### config.mk
export PLATFORM = sky130hd
export DESIGN_NAME = bv_decode_accum
export DESIGN_NICKNAME = d
export VERILOG_FILES = /design/src/rtl/bv_decode_accum_pkg.sv /design/src/rtl/bv_decode_stage.sv /design/src/rtl/bv_decode_accum.sv
export SDC_FILE = /design/constraint.sdc
export NUM_CORES = 1
export LEC_CHECK = 0
export ABC_AREA = 1
export CAP_MARGIN = 40
export CORE_AREA = 5 5 162 164
export DETAILED_ROUTE_END_ITERATION = 8
export DIE_AREA = 0 0 167 169
export GPL_TIMING_DRIVEN = 0
export HOLD_SLACK_MARGIN = 0.02
export PLACE_DENSITY = 0.68
export REMOVE_ABC_BUFFERS = 1
export SLEW_MARGIN = 20
export SYNTH_ARGS = -nofsm -noshare
export SYNTH_HDL_FRONTEND = slang
export SYNTH_SLANG_ARGS = --single-unit
### constraint.sdc
create_clock -name clk -period 10.9 [get_ports clk]
set_clock_uncertainty 0.05 [all_clocks]
set_input_delay 2.18 -clock clk [delete_from_list [all_inputs] [get_ports clk]]
set_output_delay 2.18 -clock clk [all_outputs]
set_load 0.005 [all_outputs]
### src/rtl/bv_decode_accum_pkg.sv
// Shared parameters for the countid encoder (calculate_countid) and the
// bit-vector decoder (bv_decode_accum). Both sides import these defaults so
// the encoder and decoder widths stay matched.
package bv_decode_accum_pkg;

  // Number of rules, which is also the width of the bit vector.
  localparam int width_bv_and_default = 64;
  // Width of a countid. width_bv_and must not exceed 2**width_count.
  localparam int width_count_default  = 6;

  // Bit offset of stage j's one-hot inside the flattened decode bus.
  // The one-hot vectors of stages 0..j-1 are 1,2,4,...,2**(j-1) bits wide,
  // so together they occupy 2**j - 1 bits.
  function automatic int stage_offset(input int j);
    return (1 << j) - 1;
  endfunction

endpackage

### src/rtl/bv_decode_stage.sv
// One stage of the MSB-first countid decoder.
// Stage `stage` expands the 2**(stage-1)-bit one-hot from the previous stage
// into a 2**stage-bit one-hot by steering each set bit according to
// countid[width_count-stage]. The id, valid and last flags ride along with
// the one-hot.
//
// Ports:
//   clk, reset    clock, asynchronous active-high reset
//   valid_in      previous stage holds a valid id
//   last_in       that id closes its set
//   id_in         full countid
//   onehot_in     2**(stage-1)-bit one-hot from the previous stage
//   valid_out, last_out, id_out, onehot_out   registered results
module bv_decode_stage #(
  parameter int stage       = 1,
  parameter int width_count = 6
) (
  input  logic                     clk,
  input  logic                     reset,
  input  logic                     valid_in,
  input  logic                     last_in,
  input  logic [width_count-1:0]   id_in,
  input  logic [(1<<(stage-1))-1:0] onehot_in,
  output logic                     valid_out,
  output logic                     last_out,
  output logic [width_count-1:0]   id_out,
  output logic [(1<<stage)-1:0]    onehot_out
);

  logic                  bit_sel;
  logic [(1<<stage)-1:0] onehot_next;

  assign bit_sel = id_in[width_count-stage];

  // Input bit i lands on output bit 2i or 2i+1, so after stage j the set
  // bit sits at index countid[width_count-1 : width_count-j].
  always_comb begin
    onehot_next = '0;
    for (int i = 0; i < (1 << (stage - 1)); i++) begin
      onehot_next[2*i]   = onehot_in[i] & ~bit_sel;
      onehot_next[2*i+1] = onehot_in[i] &  bit_sel;
    end
  end

  always_ff @(posedge clk or posedge reset) begin
    if (reset) begin
      valid_out  <= 1'b0;
      last_out   <= 1'b0;
      id_out     <= '0;
      onehot_out <= '0;
    end else begin
      valid_out  <= valid_in;
      last_out   <= last_in;
      id_out     <= id_in;
      onehot_out <= onehot_next;
    end
  end

endmodule

### src/rtl/bv_decode_accum.sv
// Decodes a stream of countids into a bit vector, one set at a time.
// Ids pass through width_count decode stages and are then ORed into an
// accumulator. When the id marked last reaches the accumulator, the completed
// vector is presented for one cycle together with duplicate and out-of-range
// flags. One id is accepted every cycle and there is no backpressure.
//
// Ports:
//   clk, reset     clock, asynchronous active-high reset
//   countid_valid  countid is valid on this cycle
//   countid        rule index to set
//   countid_last   this id closes the current set (qualified by valid)
//   bv_out_valid   one-cycle pulse marking a completed set
//   bv_out         accumulated bit vector (held between pulses)
//   dup_err        the set contained some id more than once
//   range_err      the set contained an id >= width_bv_and
module bv_decode_accum
  import bv_decode_accum_pkg::*;
#(
  parameter int width_bv_and = width_bv_and_default,
  parameter int width_count  = width_count_default
) (
  input  logic                    clk,
  input  logic                    reset,
  input  logic                    countid_valid,
  input  logic [width_count-1:0]  countid,
  input  logic                    countid_last,
  output logic                    bv_out_valid,
  output logic [width_bv_and-1:0] bv_out,
  output logic                    dup_err,
  output logic                    range_err
);

  // All stage one-hots are packed into one bus; stage 0 is the constant 1.
  localparam int flat_w = stage_offset(width_count + 1);

  logic [flat_w-1:0]      oh_flat;
  logic [width_count:0]   stg_valid;
  logic [width_count:0]   stg_last;
  logic [width_count-1:0] stg_id [0:width_count];

  assign oh_flat[0]   = 1'b1;
  assign stg_valid[0] = countid_valid;
  assign stg_last[0]  = countid_last;
  assign stg_id[0]    = countid;

  for (genvar j = 1; j <= width_count; j++) begin : g_stage
    bv_decode_stage #(
      .stage       (j),
      .width_count (width_count)
    ) u_stage (
      .clk        (clk),
      .reset      (reset),
      .valid_in   (stg_valid[j-1]),
      .last_in    (stg_last[j-1]),
      .id_in      (stg_id[j-1]),
      .onehot_in  (oh_flat[stage_offset(j-1) +: (1 << (j-1))]),
      .valid_out  (stg_valid[j]),
      .last_out   (stg_last[j]),
      .id_out     (stg_id[j]),
      .onehot_out (oh_flat[stage_offset(j) +: (1 << j)])
    );
  end

  logic                    dec_valid;
  logic                    dec_last;
  logic                    dec_range;
  logic [width_bv_and-1:0] dec_onehot;
  logic [width_bv_and-1:0] acc;
  logic                    dup_q;
  logic                    range_q;
  logic [width_bv_and-1:0] acc_next;
  logic                    dup_next;
  logic                    range_next;

  assign dec_valid = stg_valid[width_count];
  assign dec_last  = stg_last[width_count];
  // An out-of-range id decodes to a bit above width_bv_and; drop it so it
  // sets nothing, and flag the set instead.
  assign dec_range  = (32'(stg_id[width_count]) >= 32'(width_bv_and));
  assign dec_onehot = dec_range ? '0
                                : oh_flat[stage_offset(width_count) +: width_bv_and];

  assign acc_next   = acc | dec_onehot;
  assign dup_next   = dup_q | (|(acc & dec_onehot));
  assign range_next = range_q | dec_range;

  always_ff @(posedge clk or posedge reset) begin
    if (reset) begin
      acc          <= '0;
      dup_q        <= 1'b0;
      range_q      <= 1'b0;
      bv_out_valid <= 1'b0;
      bv_out       <= '0;
      dup_err      <= 1'b0;
      range_err    <= 1'b0;
    end else begin
      bv_out_valid <= 1'b0;
      if (dec_valid) begin
        if (dec_last) begin
          // Publish the finished set and start the next one from zero.
          bv_out_valid <= 1'b1;
          bv_out       <= acc_next;
          dup_err      <= dup_next;
          range_err    <= range_next;
          acc          <= '0;
          dup_q        <= 1'b0;
          range_q      <= 1'b0;
        end else begin
          acc     <= acc_next;
          dup_q   <= dup_next;
          range_q <= range_next;
        end
      end
    end
  end

endmodule

* Word-level counts from Yosys, hierarchy flattened
Index checks and enable logic that the tools add are counted.
** Storage, ports and cells
- Output and inout port bits :: 67
- Word-level logic and storage cells :: 167
- Input bits :: 10
- Register bits :: 284
** Cells by class
- Bitwise gates (word level) :: 133
- Muxes and demuxes :: 4
- Reductions and logical operators :: 2
** Operator list (count)
- bitwise AND 1 bit :: 124
- bitwise AND 64 bit :: 1
- 2-to-1 mux 64 bit :: 1
- bitwise OR 64 bit :: 1
- OR reduction 64 bit :: 1
- NOT 1 bit :: 6
- 2-to-1 mux 1 bit :: 3
- AND reduction 2 bit :: 1
- bitwise OR 1 bit :: 1

* Depth between registers and ports, before layout
- Word-level depth :: 4
- Mapped depth :: 10
- Depth with buffers taken out :: 10

* Hierarchy
From an unflattened synthesis, not the netlist that was laid out.
** Second synthesis, totals
- Cell total of the unflattened synthesis :: 1068
- Area total of the unflattened synthesis :: 10849.2 um2
** By module, submodules not included
- bv_decode_accum :: times used 1, area each 5376.4 um2, cells an instance 623, seq. area each 3278.1 um2
- bv_decode_stage at g_stage[6].u_stage :: times used 1, area each 2364.8 um2, cells an instance 208, seq. area each 1801.7 um2
- bv_decode_stage at g_stage[5].u_stage :: times used 1, area each 1275.0 um2, cells an instance 108, seq. area each 1001.0 um2
- bv_decode_stage at g_stage[4].u_stage :: times used 1, area each 752.0 um2, cells an instance 59, seq. area each 600.6 um2
- bv_decode_stage at g_stage[3].u_stage :: times used 1, area each 475.5 um2, cells an instance 34, seq. area each 400.4 um2
- bv_decode_stage at g_stage[2].u_stage :: times used 1, area each 334.1 um2, cells an instance 21, seq. area each 300.3 um2
- bv_decode_stage at g_stage[1].u_stage :: times used 1, area each 271.5 um2, cells an instance 15, seq. area each 250.2 um2

* Worst setup path before layout
OpenSTA, ideal clock, no wires.
- Kind :: flip-flop to output port
- Start :: reg bv_out[0]
- End :: out bv_out[0]
- Path buffers :: 0
- Arrival :: 0.361 ns
- Cell stages (with the launch flop) :: 1
- Path slack :: 8.309 ns
- Data required time :: 8.670 ns
- Path through :: dfrtp_1
** RTL lines
- from (decl) :: RTL line bv_decode_accum.sv:28 : output logic [width_bv_and-1:0] bv_out,
- from (signal assigned) :: RTL line bv_decode_accum.sv:102 : bv_out <= acc_next;
No word-level cell between the ends.

* Final worst setup path
- Start :: reg bv_out[29]
- End :: out bv_out[29]
No word-level cell between the ends.

==> flow_summary.toml <==
[setup_path]
critPathLaunchType = "flop"
worstPathArrival_ns = 1.42
cp_slowest_stage_delay_ns = 0.56
worst-path-buf-inv = 1
crit_chain = "clkdlybuf4s50_1"
crit_family = "buffers and inverters"
rrSetupSlack_ns = 8.67
crit_fanout = 2
cp-end-kind = "output pin"
crit_path_top_delay_cell = "clkdlybuf4s50_1"
critPathRequiredTime_ns = 8.67
critPathKind = "reg2out"

[floorplan]
rows = 58
ios = 77
start_util_pct = 41.10
core_region_area_um2 = 24750
chipWidth_um = 167
die_height_um = 169
die_area_um2 = 28220

[finish]
nets = 1105
insertedDiodeCount = 0
nFillCells = 2253
area_delta_synth_final_pct = 19.98
utilization_pct = 49.31
drive_gt1_share_pct = 5.112
regArea_um2 = 7116
multiInputGateArea_um2 = 2322

[clock_network]
cts_resized = 0
cts_setup_buffers = 0
tritoncts = "done"
clkSinkCount = 284
worstSkewPairLatency_ns = 0.52
clock_path_buffers = 3
hold_buffers = 0
clk_pin_slew_ns = 0.06
cts_buffers = 29
cts_max_level = 1
clockRootBuffer = "clkbuf_16"

[hold_path]
hp-class = "reg2reg"

[grt]
grtUsageMet1_pct = 16.49
antenna_found_initial = 0
grt_max_degree = 108
grt_use_met2_pct = 21.20
grt_pass1_vias = 6192
grt-ovfl-total = 0
gr-usage-all-layers_pct = 12.46
met3_usage_pct = 2.359
grt_pass1_wl_um = 29760
busiest_layer = "met2"

[timing]
maxSlewViolCount = 0
setup_tns_ns = 0
hold_viol = 0
setup_ws_ns = 7.253
setup_violations = 0
final.period_utilization_pct = 33.46
worst_pin_slew_ns = 0.7191
slew-limit-headroom_pct = 52.06
rsz0062_at_grt = "false"
max_freq_mhz = 274.2
period_needed_ns = 3.647

[power]
p_leak_nw = 6.179
vdd_drop_max_mv = 0.07927
p_per_area_nw_per_um2 = 176.3

[routing]
routed-via-count = 6326
drc_errors = 0
avgRoutedWirePerCell_um = 11.90
via_per_inst = 4.378
drt-total-wl_um = 17200
firstDrtPassIters = 4
drtAntennaViolNets = 0
drtIter0Drc = 461

[synthesis]
ys_ff_latch = 284
ys_seq_area_share_pct = 69.88
synth_cell_types = 20
ys_warn_count = 0
syn_area_per_cell_um2 = 9.902
syn_area_um2 = 10170
syn_inst = 1027

[place]
gp_congestion = 0.7234
hpwl_um = 10530
preCtsSetupSlack_ns = 7.191
io_buffers = 75

[outcome]
outcome = "finished clean"

[job]
drv_cap = 0
==> flip-flops by register name, summed over array words and instances, names as in the netlist <==
name                        cells
acc                            64
g_stage.u_stage.id_out         15
bv_out                         64
bv_out_valid                    1
g_stage.u_stage.onehot_out    126
g_stage.u_stage.last_out        6
dup_err                         1
g_stage.u_stage.valid_out       6
dup_q                           1
==> cell type report <==
cell class                 count  share of cell area, %
timing repair buffer          79                  7.055
sequential                   284                  58.32
clock inverter                 9                 0.7998
inverter                     136                  4.245
multi-input combinational    565                  19.03
tap                          330                  3.384
clock buffer                  42                  7.168
==> cell families after synthesis <==
logic type / after synthesis / share of synthesized area, %
other cells: 1 / 0.03687
buf+inv: 178 / 7.419
simple gates: 434 / 16.26
compound gates: 130 / 6.398
flops: 284 / 69.88
==> routing by layer <==
| metal | part of all wire, % | wire length, µm |
|---|---|---|
| met3 | 4.6 | 793 |
| met1 | 45 | 7771 |
| met2 | 48 | 8303 |
| met4 | 1.9 | 334 |
| met5 | 0 | 0 |
==> cell usage after synthesis <==
cell	number	share of area [%]
a21oi_1	2	0.098
and3_1	1	0.062
buf_1	2	0.074
buf_2	14	0.69
buf_4	1	0.074
buf_6	8	0.89
clkbuf_1	13	0.48
clkbuf_2	4	0.20
conb_1	1	0.037
dfrtp_1	284	70
inv_1	136	5.0
nand2_1	217	8.0
nand2_2	1	0.062
nand3_1	7	0.34
nand3b_1	1	0.074
nand4_1	2	0.12
nor2_1	204	7.5
nor2b_1	1	0.062
o21ai_0	69	3.4
o21ai_1	59	2.9
==> metrics by stage <==
stage / hold WS (ns) / power (mW) / instance area (µm²) / std cells
floorplan: 0.2812 / 1.154 / 9926 / 985
finish: 0.2944 / 2.151 / 12200 / 1445
global placement: 0.2820 / 1.190 / 11090 / 1390
CTS: 0.2942 / 2.186 / 12200 / 1445
detailed placement: 0.2846 / 1.196 / 11230 / 1394
global route: 0.3012 / 2.245 / 12200 / 1445
==> power by group <==
group	switching (mW)	internal, mW	total (mW)
logic	0.0468	0.0292	0.0760
registers	0.0211	1.08	1.10
clock network	0.379	0.599	0.978
total	0.447	1.70	2.15
==> layout by cell type (no fill, tap or decap), types with 3 or more instances in the layout <==
cell             count
dfrtp_1            281
nand2_1            217
nor2_1             204
inv_1              135
clkdlybuf4s50_1     75
o21ai_0             69
o21ai_1             59
clkbuf_16           29
clkbuf_8            10
nand3_1              7
clkinv_2             6
buf_16               4
clkbuf_1             3
==> path summary, 6_finish.rpt <==
| check | start | to | cells after the start |
|---|---|---|---|
| max reg2reg | g_stage[6].u_stage.valid_out$_DFF_PP0_ | bv_out[63]$_DFFE_PP0P_ | 4 |
| max | bv_out[29]$_DFFE_PP0P_ | bv_out[29] | 1 |
| min in group asynchronous | reset | g_stage[1].u_stage.last_out$_DFF_PP0_ | 2 |
| min | g_stage[3].u_stage.id_out[1]$_DFF_PP0_ | g_stage[4].u_stage.id_out[1]$_DFF_PP0_ | 0 |
| max in group asynchronous | reset | dup_q$_DFFE_PP0P_ | 4 |
| min reg2reg | g_stage[3].u_stage.id_out[1]$_DFF_PP0_ | g_stage[4].u_stage.id_out[1]$_DFF_PP0_ | 0 |
No activity file was read; power rests on OpenSTA's default activity.
